`src/rtl/bp_be_fp_result_collector.sv`:
```
// FP back end: tags ops through the fixed-latency FPU, captures and NaN-boxes
// results into a credit-protected writeback FIFO, and accumulates sticky fflags.
module bp_be_fp_result_collector #(
  parameter int latency_p        = 4,
  parameter int dword_width_p    = 64,
  parameter int reg_addr_width_p = 5,
  parameter int fifo_els_p       = 4
) (
  input  logic                        clk_i,
  input  logic                        reset_n_i,
  input  logic                        issue_v_i,
  output logic                        issue_ready_o,
  input  logic [reg_addr_width_p-1:0] issue_rd_i,
  input  logic                        issue_fp_dest_i,
  input  logic                        issue_double_i,
  input  logic                        flush_i,
  input  logic [dword_width_p-1:0]    fpu_result_i,
  input  logic [4:0]                  fpu_eflags_i,
  output logic                        wb_v_o,
  input  logic                        wb_yumi_i,
  output logic [reg_addr_width_p-1:0] wb_rd_o,
  output logic                        wb_fp_dest_o,
  output logic [dword_width_p-1:0]    wb_data_o,
  output logic [4:0]                  fflags_o,
  input  logic                        fflags_clear_i,
  output logic                        busy_o
);

  localparam int stages_lp = latency_p - 1;
  localparam int cnt_w_lp  = $clog2(fifo_els_p + 1);
  localparam int ptr_w_lp  = (fifo_els_p > 1) ? $clog2(fifo_els_p) : 1;
  localparam logic [cnt_w_lp:0]   credits_lp = (cnt_w_lp + 1)'(fifo_els_p);
  localparam logic [ptr_w_lp-1:0] last_ptr_lp = ptr_w_lp'(fifo_els_p - 1);

  function automatic logic [dword_width_p-1:0] nan_box(
    input logic fp_dest, input logic dbl, input logic [dword_width_p-1:0] res);
    if (fp_dest && !dbl)
      return {{(dword_width_p-32){1'b1}}, res[31:0]};
    return res;
  endfunction

  function automatic logic [ptr_w_lp-1:0] next_ptr(input logic [ptr_w_lp-1:0] p);
    return (p == last_ptr_lp) ? '0 : p + ptr_w_lp'(1);
  endfunction

  logic [stages_lp-1:0]        tag_vld_p;
  logic [reg_addr_width_p-1:0] tag_rd_p  [stages_lp];
  logic                        tag_fp_p  [stages_lp];
  logic                        tag_dbl_p [stages_lp];

  logic [reg_addr_width_p-1:0] fifo_rd_mem   [fifo_els_p];
  logic                        fifo_fp_mem   [fifo_els_p];
  logic [dword_width_p-1:0]    fifo_data_mem [fifo_els_p];

  logic                  init_r;
  logic [cnt_w_lp-1:0]   inflight_cnt, fifo_cnt;
  logic [ptr_w_lp-1:0]   wptr, rptr;
  logic                  issue_fire, cap_v, capture, deq;
  logic [cnt_w_lp:0]     used_credits;

  assign used_credits  = {1'b0, inflight_cnt} + {1'b0, fifo_cnt};
  assign issue_ready_o = init_r && (used_credits < credits_lp);
  assign issue_fire    = issue_v_i && issue_ready_o;
  assign cap_v         = tag_vld_p[stages_lp-1];
  assign capture       = cap_v && !flush_i;
  assign wb_v_o        = (fifo_cnt != '0);
  assign deq           = wb_yumi_i && wb_v_o;
  assign wb_rd_o       = fifo_rd_mem[rptr];
  assign wb_fp_dest_o  = fifo_fp_mem[rptr];
  assign wb_data_o     = fifo_data_mem[rptr];
  assign busy_o        = (|tag_vld_p) || wb_v_o;

  // Issue -> tag pipe -> FIFO storage (data path, no reset)
  always_ff @(posedge clk_i) begin
    tag_rd_p[0]  <= issue_rd_i;
    tag_fp_p[0]  <= issue_fp_dest_i;
    tag_dbl_p[0] <= issue_double_i;
    for (int i = 1; i < stages_lp; i++) begin
      tag_rd_p[i]  <= tag_rd_p[i-1];
      tag_fp_p[i]  <= tag_fp_p[i-1];
      tag_dbl_p[i] <= tag_dbl_p[i-1];
    end
    if (capture) begin
      fifo_rd_mem[wptr]   <= tag_rd_p[stages_lp-1];
      fifo_fp_mem[wptr]   <= tag_fp_p[stages_lp-1];
      fifo_data_mem[wptr] <= nan_box(tag_fp_p[stages_lp-1], tag_dbl_p[stages_lp-1], fpu_result_i);
    end
  end

  // Control: valids, credits, pointers and sticky flags
  always_ff @(posedge clk_i or negedge reset_n_i) begin
    if (!reset_n_i) begin
      init_r       <= 1'b0;
      tag_vld_p    <= '0;
      inflight_cnt <= '0;
      fifo_cnt     <= '0;
      wptr         <= '0;
      rptr         <= '0;
      fflags_o     <= '0;
    end else begin
      init_r <= 1'b1;
      if (flush_i) begin
        tag_vld_p    <= '0;
        inflight_cnt <= '0;
        fifo_cnt     <= '0;
        wptr         <= '0;
        rptr         <= '0;
      end else begin
        tag_vld_p[0] <= issue_fire;
        for (int i = 1; i < stages_lp; i++) tag_vld_p[i] <= tag_vld_p[i-1];
        case ({issue_fire, cap_v})
          2'b10:   inflight_cnt <= inflight_cnt + cnt_w_lp'(1);
          2'b01:   inflight_cnt <= inflight_cnt - cnt_w_lp'(1);
          default: inflight_cnt <= inflight_cnt;
        endcase
        case ({capture, deq})
          2'b10:   fifo_cnt <= fifo_cnt + cnt_w_lp'(1);
          2'b01:   fifo_cnt <= fifo_cnt - cnt_w_lp'(1);
          default: fifo_cnt <= fifo_cnt;
        endcase
        if (capture) wptr <= next_ptr(wptr);
        if (deq)     rptr <= next_ptr(rptr);
      end
      // A flushed capture never reaches the flags
      case ({fflags_clear_i, capture})
        2'b10:   fflags_o <= '0;
        2'b11:   fflags_o <= fpu_eflags_i;
        2'b01:   fflags_o <= fflags_o | fpu_eflags_i;
        default: fflags_o <= fflags_o;
      endcase
    end
  end

endmodule
```
`config.mk`:
```
export PLATFORM = sky130hd
export DESIGN_NAME = bp_be_fp_result_collector
export DESIGN_NICKNAME = d
export VERILOG_FILES = /design/src/rtl/bp_be_fp_result_collector.sv
export SDC_FILE = /design/constraint.sdc
export NUM_CORES = 1
export LEC_CHECK = 0
export BUFFER_PORTS_ARGS = -buffer_cell sky130_fd_sc_hd__buf_2
export CORE_AREA = 2 2 102 203
export DETAILED_ROUTE_END_ITERATION = 6
export DIE_AREA = 0 0 104 205
export GPL_TIMING_DRIVEN = 0
export PLACE_DENSITY = 0.85
export SLEW_MARGIN = 20
export SYNTH_ARGS = -nofsm -noshare
export SYNTH_HDL_FRONTEND = slang
export SYNTH_SLANG_ARGS = --single-unit
```
`constraint.sdc`:
```
create_clock -name clk_i -period 6.4 [get_ports clk_i]
set_clock_uncertainty 0.15 [all_clocks]
set_input_delay 0 -clock clk_i [delete_from_list [all_inputs] [get_ports clk_i]]
set_output_delay 0 -clock clk_i [all_outputs]
set_load 0.005 [all_outputs]
```
# After elaboration in Yosys (flattened, before gate mapping)
# Memories as Yosys holds them, arrays and structs flattened.
# Cells that the tools add are included.
# word_totals
inputBits	82
out_inout_bits	78
mem_bits_rw	301
n_memories	6
ff_bits	19
wordCells	65
# op_classes
n_eq_ne	9
n_bitwise	1
reduce_logical	15
add_sub_neg	7
order_cmp	1
n_mux	19
# memory_table
name	depth	word_bits	read_ports	rd_ports_with_merged_regs	write_ports	line	text
fifo_data_mem	4	64	1	0	1	53	logic [dword_width_p-1:0] fifo_data_mem [fifo_els_p];
fifo_rd_mem	4	5	1	0	1	51	logic [reg_addr_width_p-1:0] fifo_rd_mem [fifo_els_p];
tag_rd_p	3	5	3	0	3	47	logic [reg_addr_width_p-1:0] tag_rd_p [stages_lp];
fifo_fp_mem	4	1	1	0	1	52	logic fifo_fp_mem [fifo_els_p];
tag_dbl_p	3	1	3	0	3	49	logic tag_dbl_p [stages_lp];
tag_fp_p	3	1	3	0	3	48	logic tag_fp_p [stages_lp];
# ops
cell	count
$mux W64	3
$pmux W5 S3	1
$eq A2 B2 Y1 const B	6
$mux W2	6
$pmux W3 S2	2
$reduce_bool A3 Y1	4
$mux W3	3
$add A3 B1 Y3 const B	2
$eq A2 B1 Y1 const B	3
$sub A3 B1 Y3 const B	2
$logic_and A1 B1 Y1	5
$or A5 B5 Y5	1
$add A2 B1 Y2 const B	2
$add A3 B3 Y4	1
$lt A4 B3 Y1 const B	1
$mux W1	4
$reduce_bool A2 Y1	2
$reduce_or A3 Y1	1
$logic_not A1 Y1	2
$logic_or A1 B1 Y1	1

# Depth between registers and ports, before layout
# logic_depth
ltp_word	7
ltp_mapped	9
depth_no_buf	9

# Worst setup path before layout
# Ideal clock, no wire load.
# synth_timing
path_type	flip-flop to flip-flop
start	register tag_vld_p[2]
end	memory fifo_data_mem[0][0] (enable)
n_path_buf	2
stages_incl_launch_ff	5
arrival_time_ns	2.592
period_less_slack_ns	3.177
setup_ns	0.436
t_required_ns	5.814
slack_ns	3.223
path_cell_list	dfrtp_1 buf_2 and2b_1 clkbuf_1 and2_1
# synth_between
elab_chain_len	3
# synth_lines
element	line	text
start: declaration	46	logic [stages_lp-1:0] tag_vld_p;
start signal: assignment	94	tag_vld_p <= '0;
start signal: assignment	103	tag_vld_p <= '0;
$logic_and A1 B1 Y1	65	assign capture = cap_v && !flush_i;
$mux W1	83	if (capture) begin
$mux W1 (not written as such)	86	fifo_data_mem[wptr] <= nan_box(tag_fp_p[stages_lp-1], tag_dbl_p[stages_lp-1], fpu_result_i);
end: declaration	53	
# No other way between the ends.

# Final worst setup path
# layout_timing
start	register fifo_cnt[2]
end	register inflight_cnt[2]
# layout_between
elab_chain_len	7
word_cells_on_any_way	9
classes_between	1 x add/sub; 1 x order compare; 2 x eq/ne; 2 x mux; 3 x reduce/logical
# layout_lines
element	line	text
start: declaration	56	logic [cnt_w_lp-1:0] inflight_cnt, fifo_cnt;
start signal: assignment	117	2'b10: fifo_cnt <= fifo_cnt + cnt_w_lp'(1);
start signal: assignment	118	2'b01: fifo_cnt <= fifo_cnt - cnt_w_lp'(1);
start signal: assignment	119	default: fifo_cnt <= fifo_cnt;
$add A3 B3 Y4 (*)	61	assign used_credits = {1'b0, inflight_cnt} + {1'b0, fifo_cnt};
$lt A4 B3 Y1 (*)	62	assign issue_ready_o = init_r && (used_credits < credits_lp);
$logic_and A1 B1 Y1 (*)	62	
$logic_and A1 B1 Y1 (*)	63	assign issue_fire = issue_v_i && issue_ready_o;
$eq A2 B1 Y1 or $eq A2 B2 Y1 (tied branches)	111	case ({issue_fire, cap_v})
$pmux W3 S2	111	
$mux W3	102	if (flush_i) begin
end signal: assignment	112	2'b10: inflight_cnt <= inflight_cnt + cnt_w_lp'(1);
end signal: assignment	113	2'b01: inflight_cnt <= inflight_cnt - cnt_w_lp'(1);
end signal: assignment	114	default: inflight_cnt <= inflight_cnt;
end: declaration	56	
# Mark *: on every way between the ends. The rest lies on a longest branch, timed or not.
# A chain may end at the register's enable or synchronous reset.

==> results.md <==
* Outcome: finished clean
* Tmin final at 2.85 ns
* Die ar. at 21300 µm²
* Hold Startpoint: fpu_result_i[20]
* Max-cap violation count at 0
* Via count at 6096
* DRC at 0
* Maximum clock frequency at between 300 and 400 MHz
* Max IR drop VDD at 0.273 mV
* Syn_area_per_cell at 22.5 µm²
* Clock power frac at approximately a third
* FF-to-FF path depth at 9
* Clock Latency Late Sink at about 0.54 ns
* Core Region at 19700 µm²
* Die Ht at 205 µm
* Share of layout cells above drive strength 1 at 35.9%
* Post-Layout Cell Count at about 1100
* Switch Pwr at 1050 µW
* Switch share at around 22%
* DR WL/cell at ~22 µm
* Post-layout worst setup margin at 3.55 ns
* First-pass DRT Iterations at 7
* # diodes at 0
* # clock sinks at 320
* Final Max Tran Viols at 0
* Clk root buf: clkbuf_16
* Drt total wl at 24300 µm
* CTS clock-pin slew for the worst setup and hold paths at around 0.070 ns
* Global route overflow at 0
* Worst Hold Path EP: fifo_data_mem[2][20]
* Vias per std cell at about 5.6
* Vias in the first global route at roughly 6800
* Rows at 73
* # IOs at 160
* Initial antenna violation count at 0
* Htree depth at 1
* Post-route ant nets at 0
* Hold WS at around 0.065 ns
* Register share of total power at 49.8%
* Hold path cells at 2
* Cell internal pwr at 3610 µW
* Worst R2R Setup Slack at 3.55 ns
* Post-synthesis cell area at 11800 µm²
* Total power at 4650 µW
* DP Wirelength at 14300 µm
* Slew headroom at 37.1%
* Total CTS buffers at 25
* Final setup viols at 0
* Final period util at around 44%
* PwrDens at 315 nW/µm²
* CTS tree: done
* Area delta synth->final at 25.8%
* Critical path data required time at 6.68 ns
* CP endpoint kind: flip-flop
* Register area share after synthesis at 79.1%
* GP Congestion at 0.760
* Yosys reg bits at 320
* Most frequent cells in the layout: 280 x edfxtp_1, 167 x buf_2, 93 x dlygate4sd3_1
* Setup TNS at 0 ns
* First-iteration detailed-routing DRC count at 375
* Mapped Cells at 522
* Post-CTS Setup Bufs at 0
* Longest Clk Path Bufs at 3
* Nets at 895
* Worst path arrival time at 3.12 ns
* Hold Crit Class: input pin to flip-flop
* Worst setup SP type: flip-flop
* Leak Pwr at roughly 0.0052 µW
* Crit path max fanout at 5
* Setup CP Type: flip-flop to flip-flop
* First-pass GRT wire length at 37800 µm
* Logic pwr share at 15.3%
* Initial Utilization at a little under 60%
* Die span in x at 104 µm
* Placement Setup Slack at 3.67 ns
* Synth warnings at 0
* Port bufs at approximately 160
* Syn nets at 612
* Synth cell types at 36
* GRT Total Usage at 23.6%
* Leading cell type in the layout, fill and taps excluded: edfxtp_1
* Origin of the critical flop-to-flop path: fifo_cnt[2]
* Largest net degree at the start of global routing at 40
* Slew @ Worst Pin at roughly 0.94 ns
* Final Hold Viols at 0
* Unrepaired setup endpoints after global routing: false
* Placed insts at 947
* Worst R2R End: inflight_cnt[2]
## synth_stat cells
cell type,number,area share [%]
nor2_1,9,0.29
nand3_2,2,0.17
xnor2_2,1,0.14
and4_1,1,0.074
and3_1,1,0.053
a311oi_1,1,0.074
nor3_1,4,0.17
nand2_1,5,0.16
o21ai_0,6,0.26
nor4b_4,1,0.20
nand2b_1,35,1.9
xor2_1,2,0.15
mux4_2,70,13
ha_1,6,0.64
dfxtp_1,21,3.6
nor2b_1,4,0.21
mux2i_1,3,0.26
mux2_1,1,0.096
fa_1,2,0.34
a21oi_1,1,0.043
and2_1,5,0.27
or4_1,1,0.064
clkbuf_1,10,0.32
buf_2,8,0.34
o21a_1,1,0.064
conb_1,1,0.032
o31ai_4,1,0.18
inv_1,8,0.26
nor3b_1,1,0.064
or3_1,1,0.053
nand3_1,1,0.043
dfrtp_1,19,4.0
buf_4,4,0.26
and2b_1,1,0.064
xnor2_1,4,0.30
edfxtp_1,280,71
## critical path, stage by stage (launching register included)
cell and delay (ns):
dfrtp_1 0.46, ha_1 0.34, nor4b_4 0.37, and2_1 0.22, a21oi_1 0.11, fa_1 0.39
nor2b_1 0.15, and4_1 0.23, o21a_1 0.17, nor3_1 0.16
## power groups by stage
stage / clock network, µW / logic (µW) / registers [µW]
2_1_floorplan: 0 / 432 / 2360
3_3_place_gp: 0 / 646 / 2360
3_5_place_dp: 0 / 671 / 2360
4_1_cts: 1640 / 717 / 2320
5_1_grt: 1720 / 766 / 2320
6_report: 1630 / 712 / 2320
## how the worst max path moves through the flow
| stage | cells past startpoint | start | slack [ns] | end |
|---|---|---|---|---|
| floorplan | 4 | tag_vld_p[2] | 3.22 | fifo_data_mem[0][0] |
| global placement | 4 | tag_vld_p[2] | 2.04 | fifo_data_mem[0][30] |
| detailed placement | 9 | fifo_cnt[2] | 3.67 | inflight_cnt[2] |
| CTS | 9 | fifo_cnt[2] | 3.64 | inflight_cnt[2] |
| global route | 9 | fifo_cnt[2] | 3.44 | inflight_cnt[2] |
| finish | 9 | fifo_cnt[2] | 3.55 | inflight_cnt[2] |
## timing repair
item                                   4_1_cts  5_1_grt
resized for setup                            0        0
hold buffers                                93        0
endpoints found under the hold margin      300        0
## flip-flops by register name (all words and copies together) (netlist names), 3 cells and up
signal and cells:
tag_vld_p 3, fifo_data_mem 256, inflight_cnt 3, tag_fp_p 3, fifo_rd_mem 20, tag_dbl_p 3
fifo_cnt 3, fflags_o 5, fifo_fp_mem 4, tag_rd_p 15
## final cells by class
type	instances	area (µm²)
clock buffers	33	718
repair buffers	256	1810
inverters	8	30.0
multi-input cells	172	2330
fillers	1104	4940
well taps	262	328
flip-flops and latches	320	9300
plain buffers	22	108
clock inverters	13	166
## through the flow
step | utilization [%] | instance area, µm²
5_1_grt | 75.0 | 14800
4_1_cts | 75.0 | 14800
6_report | 75.0 | 14800
3_5_place_dp | 65.8 | 13000
2_1_floorplan | - | 11800
3_3_place_gp | 65.3 | 12900
## cell families (layout without fill, tap and decap cells)
family | Yosys count | in the layout | share of synthesized area [%]
flip-flops | 320 | 320 | 79.1
multiplexers | 74 | 74 | 13.8
AND/OR/NAND/NOR | 72 | 72 | 3.75
buffers and inverters | 30 | 332 | 1.17
AO/OA/AOI/OAI | 10 | 10 | 0.617
adder cells (fa/ha/maj) | 8 | 8 | 0.979
XOR/XNOR | 7 | 7 | 0.585
other | 1 | 1 | 0.0319
## metal layers
layer	wire length (µm)	global-route usage, %	part of all wire (%)	up-vias
li1	-	-	-	2669
met1	8460	26.5	35	3121
met2	13700	44.2	56	239
met3	1090	3.15	4.5	67
met4	1070	11.2	4.4	0
met5	0	0	0	-
Note: power is estimated with default switching activity, not from simulation.
